==> config.mk <==
export PLATFORM = sky130hd
export DESIGN_NAME = rx_bitalign_lane_seq
export DESIGN_NICKNAME = d
export VERILOG_FILES = /design/src/rtl/rx_bitalign_seq_pkg.sv /design/src/rtl/rx_bitalign_tmo_cnt.sv /design/src/rtl/rx_bitalign_lane_seq.sv
export SDC_FILE = /design/constraint.sdc
export NUM_CORES = 1
export LEC_CHECK = 0
export ABC_AREA = 1
export BUFFER_PORTS_ARGS = -buffer_cell sky130_fd_sc_hd__buf_4
export CAP_MARGIN = 30
export CELL_PAD_IN_SITES_DETAIL_PLACEMENT = 1
export CELL_PAD_IN_SITES_GLOBAL_PLACEMENT = 2
export CORE_UTILIZATION = 30
export DETAILED_ROUTE_END_ITERATION = 10
export MAX_ROUTING_LAYER = met4
export PLACE_DENSITY = 0.76
export SLEW_MARGIN = 20
export SYNTH_ARGS = -nofsm -noshare
export SYNTH_HDL_FRONTEND = slang
export SYNTH_SLANG_ARGS = --single-unit
==> constraint.sdc <==
create_clock -name SCLK -period 2.8 [get_ports SCLK]
set_input_delay 0.42 -clock SCLK [delete_from_list [all_inputs] [get_ports SCLK]]
set_output_delay 0.42 -clock SCLK [all_outputs]
set_load 0.05 [all_outputs]
==> src/rtl/rx_bitalign_seq_pkg.sv <==
// Shared types and widths for the receive bit-align lane training sequencer.
package rx_bitalign_seq_pkg;

    localparam int LANE_IDX_W = 3;
    localparam int RETRY_W    = 3;

    typedef enum logic [2:0] {
        ST_WAIT_LOCK   = 3'd0,
        ST_IDLE        = 3'd1,
        ST_ARM         = 3'd2,
        ST_WAIT_ACK    = 3'd3,
        ST_WAIT_RESULT = 3'd4,
        ST_NEXT        = 3'd5,
        ST_COMPLETE    = 3'd6
    } state_t;

    function automatic logic is_busy_state(input state_t st);
        return (st == ST_ARM) || (st == ST_WAIT_ACK) ||
               (st == ST_WAIT_RESULT) || (st == ST_NEXT);
    endfunction

endpackage

==> src/rtl/rx_bitalign_tmo_cnt.sv <==
// Per-phase timeout counter; expired is high in the cycle the count is all-ones.
module rx_bitalign_tmo_cnt #(
    parameter int TMO_WIDTH = 16
) (
    input  logic clk,
    input  logic rst,
    input  logic clr,
    input  logic en,
    output logic expired
);

    logic [TMO_WIDTH-1:0] cnt_r;
    logic [TMO_WIDTH-1:0] cnt_nxt_s;
    logic                 expired_r;

    // Next count: clear wins over enable so a phase always starts from zero.
    always_comb begin
        cnt_nxt_s = cnt_r;
        if (clr) begin
            cnt_nxt_s = {TMO_WIDTH{1'b0}};
        end else if (en) begin
            cnt_nxt_s = cnt_r + {{(TMO_WIDTH-1){1'b0}}, 1'b1};
        end else begin
            cnt_nxt_s = cnt_r;
        end
    end

    // Count register and registered all-ones flag.
    always_ff @(posedge clk) begin
        if (rst) begin
            cnt_r     <= {TMO_WIDTH{1'b0}};
            expired_r <= 1'b0;
        end else begin
            cnt_r     <= cnt_nxt_s;
            expired_r <= &cnt_nxt_s;
        end
    end

    assign expired = expired_r;

endmodule

==> src/rtl/rx_bitalign_lane_seq.sv <==
// Training sequencer: releases one bit-align lane at a time, restarts it,
// watches for done/err/oor with bounded retries and reports lane status.
module rx_bitalign_lane_seq
    import rx_bitalign_seq_pkg::*;
#(
    parameter int NUM_LANES = 4,
    parameter int MAX_RETRY = 3,
    parameter int TMO_WIDTH = 16
) (
    input  logic                  SCLK,
    input  logic                  RESET,
    input  logic                  PLL_LOCK,
    input  logic                  TRNG_REQ,
    input  logic [NUM_LANES-1:0]  LANE_START,
    input  logic [NUM_LANES-1:0]  LANE_DONE_IN,
    input  logic [NUM_LANES-1:0]  LANE_ERR_IN,
    input  logic [NUM_LANES-1:0]  LANE_OOR_IN,
    output logic [NUM_LANES-1:0]  LANE_RSTRT,
    output logic [NUM_LANES-1:0]  LANE_HOLD,
    output logic [NUM_LANES-1:0]  LANE_OK,
    output logic [NUM_LANES-1:0]  LANE_FAIL,
    output logic [LANE_IDX_W-1:0] CUR_LANE,
    output logic                  BUSY,
    output logic                  ALL_DONE
);

    localparam logic [LANE_IDX_W-1:0] LAST_LANE = LANE_IDX_W'(NUM_LANES - 1);
    localparam logic [LANE_IDX_W-1:0] LANE_ONE  = LANE_IDX_W'(1);
    localparam logic [RETRY_W-1:0]    RETRY_MAX = RETRY_W'(MAX_RETRY);
    localparam logic [RETRY_W-1:0]    RETRY_ONE = RETRY_W'(1);

    state_t                  state_r, state_nxt_s, fail_state_s;
    logic [LANE_IDX_W-1:0]   lane_r, lane_nxt_s;
    logic [RETRY_W-1:0]      retry_r, retry_nxt_s, retry_fail_s;
    logic                    auto_r;
    logic [NUM_LANES-1:0]    lane_sel_s;
    logic [NUM_LANES-1:0]    hold_r, rstrt_r, ok_r, fail_r;
    logic                    busy_r, all_done_r;
    logic                    hit_start_s, hit_done_s, hit_bad_s, exhausted_s;
    logic                    start_seq_s, pass_s, fail_att_s;
    logic                    tmo_clr_s, tmo_en_s, tmo_exp_s;

    // One-hot select of the lane currently being trained.
    always_comb begin
        lane_sel_s = {NUM_LANES{1'b0}};
        for (int i = 0; i < NUM_LANES; i++) begin
            lane_sel_s[i] = (lane_r == LANE_IDX_W'(i));
        end
    end

    assign hit_start_s  = |(LANE_START & lane_sel_s);
    assign hit_done_s   = |(LANE_DONE_IN & lane_sel_s);
    assign hit_bad_s    = |((LANE_ERR_IN | LANE_OOR_IN) & lane_sel_s);
    assign exhausted_s  = (retry_r >= RETRY_MAX);
    assign fail_state_s = exhausted_s ? ST_NEXT : ST_ARM;
    assign retry_fail_s = exhausted_s ? retry_r : (retry_r + RETRY_ONE);

    // Sequencer next-state; ERR/OOR are checked ahead of DONE.
    always_comb begin
        state_nxt_s = state_r;
        lane_nxt_s  = lane_r;
        retry_nxt_s = retry_r;
        start_seq_s = 1'b0;
        pass_s      = 1'b0;
        fail_att_s  = 1'b0;
        if (!PLL_LOCK) begin
            state_nxt_s = ST_WAIT_LOCK;
            lane_nxt_s  = {LANE_IDX_W{1'b0}};
            retry_nxt_s = {RETRY_W{1'b0}};
        end else begin
            case (state_r)
                ST_WAIT_LOCK: state_nxt_s = ST_IDLE;
                ST_IDLE: begin
                    if (TRNG_REQ || auto_r) begin
                        start_seq_s = 1'b1;
                        state_nxt_s = ST_ARM;
                        lane_nxt_s  = {LANE_IDX_W{1'b0}};
                        retry_nxt_s = {RETRY_W{1'b0}};
                    end else begin
                        state_nxt_s = ST_IDLE;
                    end
                end
                ST_ARM: state_nxt_s = ST_WAIT_ACK;
                ST_WAIT_ACK: begin
                    if (hit_start_s) begin
                        state_nxt_s = ST_WAIT_RESULT;
                    end else if (tmo_exp_s) begin
                        fail_att_s  = 1'b1;
                        state_nxt_s = fail_state_s;
                        retry_nxt_s = retry_fail_s;
                    end else begin
                        state_nxt_s = ST_WAIT_ACK;
                    end
                end
                ST_WAIT_RESULT: begin
                    if (hit_bad_s || (!hit_done_s && tmo_exp_s)) begin
                        fail_att_s  = 1'b1;
                        state_nxt_s = fail_state_s;
                        retry_nxt_s = retry_fail_s;
                    end else if (hit_done_s) begin
                        pass_s      = 1'b1;
                        state_nxt_s = ST_NEXT;
                    end else begin
                        state_nxt_s = ST_WAIT_RESULT;
                    end
                end
                ST_NEXT: begin
                    if (lane_r == LAST_LANE) begin
                        state_nxt_s = ST_COMPLETE;
                    end else begin
                        state_nxt_s = ST_ARM;
                        lane_nxt_s  = lane_r + LANE_ONE;
                        retry_nxt_s = {RETRY_W{1'b0}};
                    end
                end
                ST_COMPLETE: state_nxt_s = ST_IDLE;
                default:     state_nxt_s = ST_WAIT_LOCK;
            endcase
        end
    end

    assign tmo_en_s  = (state_r == ST_WAIT_ACK) || (state_r == ST_WAIT_RESULT);
    assign tmo_clr_s = (state_nxt_s != state_r) &&
                       ((state_nxt_s == ST_WAIT_ACK) || (state_nxt_s == ST_WAIT_RESULT));

    rx_bitalign_tmo_cnt #(
        .TMO_WIDTH (TMO_WIDTH)
    ) u_tmo_cnt (
        .clk     (SCLK),
        .rst     (RESET),
        .clr     (tmo_clr_s),
        .en      (tmo_en_s),
        .expired (tmo_exp_s)
    );

    // State, lane/retry counters and registered lane controls/status.
    always_ff @(posedge SCLK) begin
        if (RESET) begin
            state_r    <= ST_WAIT_LOCK;
            lane_r     <= {LANE_IDX_W{1'b0}};
            retry_r    <= {RETRY_W{1'b0}};
            auto_r     <= 1'b0;
            hold_r     <= {NUM_LANES{1'b1}};
            rstrt_r    <= {NUM_LANES{1'b0}};
            ok_r       <= {NUM_LANES{1'b0}};
            fail_r     <= {NUM_LANES{1'b0}};
            busy_r     <= 1'b0;
            all_done_r <= 1'b0;
        end else begin
            state_r <= state_nxt_s;
            lane_r  <= lane_nxt_s;
            retry_r <= retry_nxt_s;
            busy_r  <= is_busy_state(state_nxt_s);
            rstrt_r <= {NUM_LANES{1'b0}};
            if (!PLL_LOCK) begin
                auto_r     <= 1'b0;
                hold_r     <= {NUM_LANES{1'b1}};
                ok_r       <= {NUM_LANES{1'b0}};
                fail_r     <= {NUM_LANES{1'b0}};
                all_done_r <= 1'b0;
            end else begin
                // Lock just (re)acquired: the first IDLE visit trains without a request.
                if (state_r == ST_WAIT_LOCK) begin
                    auto_r <= 1'b1;
                end
                if (start_seq_s) begin
                    auto_r     <= 1'b0;
                    ok_r       <= {NUM_LANES{1'b0}};
                    fail_r     <= {NUM_LANES{1'b0}};
                    all_done_r <= 1'b0;
                end
                if (state_r == ST_ARM) begin
                    rstrt_r <= lane_sel_s;
                    hold_r  <= ~lane_sel_s;
                end
                if (pass_s) begin
                    ok_r   <= ok_r | lane_sel_s;
                    hold_r <= {NUM_LANES{1'b1}};
                end
                if (fail_att_s) begin
                    hold_r <= {NUM_LANES{1'b1}};
                    if (exhausted_s) begin
                        fail_r <= fail_r | lane_sel_s;
                    end
                end
                if (state_r == ST_COMPLETE) begin
                    all_done_r <= &ok_r;
                end
            end
        end
    end

    assign LANE_RSTRT = rstrt_r;
    assign LANE_HOLD  = hold_r;
    assign LANE_OK    = ok_r;
    assign LANE_FAIL  = fail_r;
    assign CUR_LANE   = lane_r;
    assign BUSY       = busy_r;
    assign ALL_DONE   = all_done_r;

endmodule

==> metrics.txt, run 1 <==
Yosys top cell by area dfxtp_1; CTS resizes 0; Clk Latency, worst-skew pair 300 ps; RSZ-0062 raised after global routing no; Post-Synthesis Cells ~420; area of the multi-input gates around 0.0015 mm²; vias per cell 4.70; die area around 0.0093 mm²; main flop type after synthesis dfxtp_1; routability cong. approximately 0.82; maximum vdd ir drop approximately 0.16 mV; critical path fanouts, max 13; worst r2r dst u_tmo_cnt.cnt_r[2]$_SDFF_PP0_; relative slew slack around two thirds; DP Wirelength about 6400 µm; Hold Vio Cnt, Final 0; sequential fraction of the synthesis area between 30% and 40%; drt total wl just under 8000 µm; Yosys Warn Count 0; number of global-route vias before repair 2642; # Post-CTS Setup Buffers 0; initial core utilization between 30% and 40%; flops & latches, synth 45; DR iter-0 viols 45; setup_tns 0 ps; CP Launch Type register; Ant. Diodes 0; Slew Limit Fails 0; MaxCap Viol Count 0; Final WS setup 421 ps; Reg2Reg Setup Slack roughly 420 ps; status finished clean; Yosys top cell area share approximately a third; clk buf depth 2; Num CTS Buffers 5; layout cells sized above 1 between 15 and 20%; Setup crit end kind register; min Tclk post-route ~2400 ps; EDFF count, synth 0; IO Pins 41; Worst Hold Depth 2; clk sinks 45; Hold Crit Start RESET; pwr dens between 300 and 400 mW/mm²; GRT Overall Usage a little under a fifth; total gr overflow 0; Critical R2R Launch CUR_LANE[2]$_SDFFE_PP0P_; final setup vio count 0; asr flop ratio synth 0%; CP Class register to register; data arrival time of the worst path 2620 ps; cell depth of the worst flop-to-flop path 13; CTS tree built; Hold Crit Class primary input to register; Mapped Nets between 400 and 500; Core Region between 0.008 and 0.009 mm²; Worst EP required approximately 3000 ps; initial antenna violation count 0; pre-CTS setup slack between 400 and 500 ps; H-tree Lvls 2; Root Buffer clkbuf_8; DRC Markers 0; number of routed nets with antenna violations 0; clock slew at reported path FFs approximately 90 ps; synth cell count leaders nand2_1, inv_1, dfxtp_1; nets slightly below 500; Post-Syn Area between 0.002 and 0.003 mm²; cts hold-fix bufs 0; 1st-pass router iterations 5; most common cell in the netlist nand2_1; Avg Inst Size Synth between 6 and 7 µm²; crit share post-route about 85%; first-pass GRT wire length 12800 µm; Area Overhead vs Synth 20.0%; pin count of the biggest net entering global routing 20; final core utilization between 30% and 40%; row count 34; die height 96.4 µm; Hold Path Sink u_tmo_cnt.cnt_r[7]$_SDFF_PP0_; I/O Buffers 40; worst slew pin tran 470 ps; via count approximately 2.7k; setup clock skew after layout about 6.5 ps; synth unique cells 31; drt wl/cell around 14 µm; synth top area cells dfxtp_1, nand2_1, inv_1; Lkg Pwr between 1 and 1.5 nW; register area around 900 µm²; DIE WIDTH slightly below 100 µm; Fmax about 420 MHz; # fillers roughly 1.2k
[layout make-up]
cell class / instances / share of cell area (%)
clock buffers: 6 / 2.58
clock inverters: 2 / 1.17
inverters: 71 / 8.31
multi-input cells: 297 / 45.8
flip-flops and latches: 45 / 28.1
well taps: 108 / 4.21
repair buffers: 42 / 9.83
[cell usage in the layout (no fill, tap or decap), drive strengths merged]
| cell | synthesis | layout |
|---|---|---|
| nand2 | 133 | 133 |
| inv | 69 | 69 |
| nor2 | 59 | 59 |
| dfxtp | 45 | 45 |
| buf | 4 | 42 |
| nand3 | 32 | 32 |
| a21oi | 17 | 17 |
| o21ai | 10 | 10 |
| ha | 9 | 9 |
| nand4 | 8 | 8 |
| nor3 | 6 | 6 |
| clkbuf | 0 | 6 |
| o211ai | 5 | 5 |
| nand3b | 4 | 4 |
| xor2 | 4 | 4 |
| clkinv | 2 | 2 |
| a211oi | 2 | 2 |
| a221oi | 2 | 2 |
| o31ai | 1 | 1 |
| a31oi | 1 | 1 |
| a21boi | 1 | 1 |
| nor4 | 1 | 1 |
| xnor2 | 1 | 1 |
| o22ai | 1 | 1 |
| clkinvlp | 0 | 1 |
| bufinv | 0 | 1 |
[flip-flops by register name, summed over array words and instances, names as in the netlist]
register           count
u_tmo_cnt.expired      1
LANE_OK                4
retry_r                3
LANE_FAIL              4
LANE_HOLD              4
CUR_LANE               3
BUSY                   1
state_r                3
auto_r                 1
ALL_DONE               1
LANE_RSTRT             4
u_tmo_cnt.cnt_r       16
[report_power, final]
part / internal, W / switching [W] / total, W / leakage, nW
combinational: 0.0000357 / 0.0000550 / 0.0000906 / 0.992
sequential: 0.000644 / 0.00000442 / 0.000648 / 0.363
clock: 0.000290 / 0.000236 / 0.000527 / 0.0574
[routing by layer]
| metal | part of all wire (%) | wire length (µm) | track usage [%] |
|---|---|---|---|
| met1 | 44 | 3480 | 21.0 |
| met2 | 51 | 4020 | 35.3 |
| met3 | 3.8 | 301 | 2.76 |
| met4 | 1.0 | 81 | 4.29 |
| met5 | 0 | 0 | - |
[metrics by stage]
step | total power [W] | hold slack [ps] | area (µm²) | std cells
final | 0.00127 | 334 | 3210 | 571
after global routing | 0.00133 | 339 | 3210 | 571
after CTS | 0.00129 | 322 | 3210 | 571
after detailed placement | 0.000755 | 447 | 3090 | 563
after global placement | 0.000755 | 449 | 3090 | 563
after floorplan | 0.000715 | 452 | 2670 | 417
[kinds of logic after synthesis]
kind of cell / after synthesis / share of synthesized area (%)
flip-flops: 45 / 33.7
adder cells (fa/ha/maj): 9 / 4.22
AND/OR/NAND/NOR: 243 / 40.4
XOR/XNOR: 5 / 1.64
AO/OA/AOI/OAI: 40 / 8.71
buffers and inverters: 75 / 11.3
[worst max path at each step]
stage                             start                        endpoint  cells past startpoint
3_5_place_dp   CUR_LANE[2]$_SDFFE_PP0P_   u_tmo_cnt.cnt_r[2]$_SDFF_PP0_                     13
5_1_grt        CUR_LANE[2]$_SDFFE_PP0P_   u_tmo_cnt.cnt_r[2]$_SDFF_PP0_                     14
2_1_floorplan  CUR_LANE[2]$_SDFFE_PP0P_  u_tmo_cnt.cnt_r[10]$_SDFF_PP0_                     15
4_1_cts        CUR_LANE[2]$_SDFFE_PP0P_   u_tmo_cnt.cnt_r[2]$_SDFF_PP0_                     13
3_3_place_gp   CUR_LANE[2]$_SDFFE_PP0P_   u_tmo_cnt.cnt_r[0]$_SDFF_PP0_                     14
6_report       CUR_LANE[2]$_SDFFE_PP0P_   u_tmo_cnt.cnt_r[2]$_SDFF_PP0_                     13
[critical path: stages, from the launching register on]
cell	delay, ps
dfxtp_1	470
inv_2	130
ha_1	330
nand2_1	100
nand2_1	70
nor2_2	200
nand2_1	70
a21boi_0	250
nand2_1	130
nand3_2	90
nor2_2	40
nor2_4	130
nand2_4	170
nor2_1	130
Note: power is estimated with default switching activity, not from simulation.
==> run 2: changes to the inputs <==
--- a/config.mk
+++ b/config.mk
@@ -5,7 +5,7 @@
 export SDC_FILE = /design/constraint.sdc
 export NUM_CORES = 1
 export LEC_CHECK = 0
-export ABC_AREA = 1
+export ABC_AREA = 0
 export BUFFER_PORTS_ARGS = -buffer_cell sky130_fd_sc_hd__buf_4
 export CAP_MARGIN = 30
 export CELL_PAD_IN_SITES_DETAIL_PLACEMENT = 1
@@ -13,7 +13,7 @@
 export CORE_UTILIZATION = 30
 export DETAILED_ROUTE_END_ITERATION = 10
 export MAX_ROUTING_LAYER = met4
-export PLACE_DENSITY = 0.76
+export PLACE_DENSITY = 0.74
 export SLEW_MARGIN = 20
 export SYNTH_ARGS = -nofsm -noshare
 export SYNTH_HDL_FRONTEND = slang
==> constraint.sdc (replaced) <==
create_clock -name SCLK -period 2.1 [get_ports SCLK]
set_input_delay 0.315 -clock SCLK [delete_from_list [all_inputs] [get_ports SCLK]]
set_output_delay 0.315 -clock SCLK [all_outputs]
set_load 0.05 [all_outputs]
==> metrics.txt, run 2 <==
status finished, violations left; violations in the final reports negative setup slack; final core utilization between 40% and 50%; Slew Limit Fails 0; clk sinks 45; Final WS setup -198 ps; asr flop ratio synth 0%; MaxCap Viol Count 0; number of global-route vias before repair between 2k and 3k; total gr overflow 0; Yosys top cell area share roughly a third; drt total wl 8440 µm; drt wl/cell ~16 µm; data arrival time of the worst path roughly 2500 ps; Worst path slowest cell a222oi_1; number of routed nets with antenna violations 0; Fmax 435 MHz; die area roughly 0.0089 mm²; 1st-pass router iterations 5; cts hold-fix bufs 0; crit share post-route 109%; first-pass GRT wire length 13200 µm; Mapped Nets about 340; CTS tree built; hold slack roughly 330 ps; Avg Inst Size Synth 8.23 µm²; cell depth of the worst flop-to-flop path 10; vias per cell around 5; worst r2r dst u_tmo_cnt.cnt_r[1]$_SDFF_PP0_; routability cong. 0.821; row count 33; die height 94.2 µm; RSZ-0062 raised after global routing yes; worst slew pin tran about 520 ps; Setup crit end kind register; Lkg Pwr around 1.5 nW; initial antenna violation count 0; Core Region slightly above 0.008 mm²; via count 2619; max reg flops 16; min Tclk post-route ~2300 ps; Finished Layout Cells roughly 500; Root Buffer clkbuf_8; most common cell in the netlist nor2_1; register area ~910 µm²; # fillers 981; synth cell count leaders nor2_1, dfxtp_1, nand2_1; Yosys top cell by area dfxtp_1; DIE WIDTH 94.2 µm; Post-Syn Area ~0.0026 mm²; Hold Vio Cnt, Final 0; pwr dens just over 400 mW/mm²; Num CTS Buffers 5; critical path fanouts, max 8; Yosys Warn Count 0; cells along the critical path inv_4 > ha_4 > a222oi_1 > buf_4 > o211a_1 > nor3_2 > o31ai_2 > o211a_4 > clkbuf_16 > nor3b_1; Critical R2R Launch CUR_LANE[0]$_SDFFE_PP0P_; GRT Overall Usage between 20 and 25%; H-tree Lvls 2; nets 438; Reg2Reg Setup Slack -200 ps; slowest stage delay, CP about 410 ps; placed cells 500; pin count of the biggest net entering global routing 18; relative slew slack 65.0%; Ant. Diodes 0; IO Pins between 40 and 50; Clk Latency, worst-skew pair 300 ps; area of the multi-input gates roughly 0.0018 mm²; layout cells sized above 1 about 40%; Area Overhead vs Synth 48.3%; family with the most delay on the worst path compound AO/OA/AOI/OAI gates; Largest Register u_tmo_cnt.cnt_r; Worst Hold Depth 3; final setup vio count 24; commonest non-fill, non-tap cell in the layout buf_4; Hold Crit Class primary input to register; sequential fraction of the synthesis area a little over a third; I/O Buffers 40; clk buf depth 2; Hold Crit Start PLL_LOCK; Worst EP required about 2300 ps; synth top area cells dfxtp_1, nor2_1, nand2_1; DP Wirelength around 6400 µm; DR iter-0 viols 79; DRC Markers 0; CP Buf/Inv Count 3; CP Launch Type register; maximum vdd ir drop 0.251 mV; setup clock skew after layout 7.91 ps; CP Class register to register; EDFF count, synth 0; main flop type after synthesis dfxtp_1; Hold Path Sink LANE_FAIL[1]$_SDFF_PP0_; synth unique cells slightly below 60; clock slew at reported path FFs ~90 ps; flops & latches, synth 45; most frequent cells in the layout buf_4, nor2_1, dfxtp_1; initial core utilization a little under a third; Post-Synthesis Cells a little over 300
[run 2: timing repair]
action | in CTS | in global routing
buffers inserted | 0 | 4
gates cloned | 1 | 2
pin swaps | 3 | 16
setup endpoints to repair | 25 | 33
resized for setup | 7 | 30
[run 2: logic make-up after synthesis]
group                      count (synthesis)  synth area share (%)
AOI/OAI and AO/OA                         67                  19.3
xor gates and xnor gates                  16                  5.49
adders and majority gates                  9                  4.41
buffers and inverters                     23                  4.36
DFF                                       45                  35.3
muxes                                      3                  1.18
and+or+nand+nor                          147                  29.9
[run 2: area by class of cell]
cell class | instances | share of cell area (%)
clock inverters | 1 | 0.165
inverters | 10 | 1.12
repair buffers | 105 | 22.2
multi-input cells | 242 | 46.9
clock buffers | 7 | 2.02
well taps | 105 | 3.47
flip-flops and latches | 45 | 24.1
[run 2: metrics by stage]
step	setup slack [ps]	area, µm²	power [W]	TNS [ps]
3_5_place_dp	-180	3430	0.00103	-2930
6_report	-198	3780	0.00157	-3460
2_1_floorplan	-320	2630	0.000950	-4080
5_1_grt	-283	3780	0.00166	-5660
3_3_place_gp	-110	3430	0.00103	-2160
4_1_cts	-151	3550	0.00158	-2700
[run 2: worst max path at each step]
| stage | from | endpoint | slack [ps] | cells past startpoint |
|---|---|---|---|---|
| floorplan | CUR_LANE[1]$_SDFFE_PP0P_ | retry_r[1]$_SDFFE_PP0P_ | -320 | 8 |
| global placement | CUR_LANE[0]$_SDFFE_PP0P_ | retry_r[1]$_SDFFE_PP0P_ | -110 | 9 |
| detailed placement | CUR_LANE[0]$_SDFFE_PP0P_ | retry_r[1]$_SDFFE_PP0P_ | -180 | 9 |
| CTS | CUR_LANE[0]$_SDFFE_PP0P_ | retry_r[1]$_SDFFE_PP0P_ | -150 | 9 |
| global route | CUR_LANE[0]$_SDFFE_PP0P_ | u_tmo_cnt.cnt_r[11]$_SDFF_PP0_ | -280 | 10 |
| finish | CUR_LANE[0]$_SDFFE_PP0P_ | u_tmo_cnt.cnt_r[1]$_SDFF_PP0_ | -200 | 10 |
[run 2: layer usage]
layer / global-route usage (%) / vias up / part of all wire [%] / routed length [µm]
met4: 5.00 / 0 / 0.59 / 50
li1: - / 1307 / - / -
met1: 26.4 / 1274 / 48 / 4060
met2: 31.9 / 34 / 49 / 4130
met3: 3.24 / 4 / 2.4 / 201
met5: - / - / 0 / 0
[run 2: power by group]
part / switching (W) / internal [W] / leakage (nW)
Clock: 0.000293 / 0.000237 / 0.0428
Combinational: 0.0000918 / 0.0000923 / 1.12
Sequential: 0.00000549 / 0.000853 / 0.366
Total: 0.000390 / 0.00118 / 1.53
[run 2: worst register-to-register path, cell delays in order, from the launching register on]
cell and delay, ps:
dfxtp_4 390, inv_4 60, ha_4 160, a222oi_1 410, buf_4 180, o211a_1 140, nor3_2 60, o31ai_2 310
o211a_4 280, clkbuf_16 170, nor3b_1 50
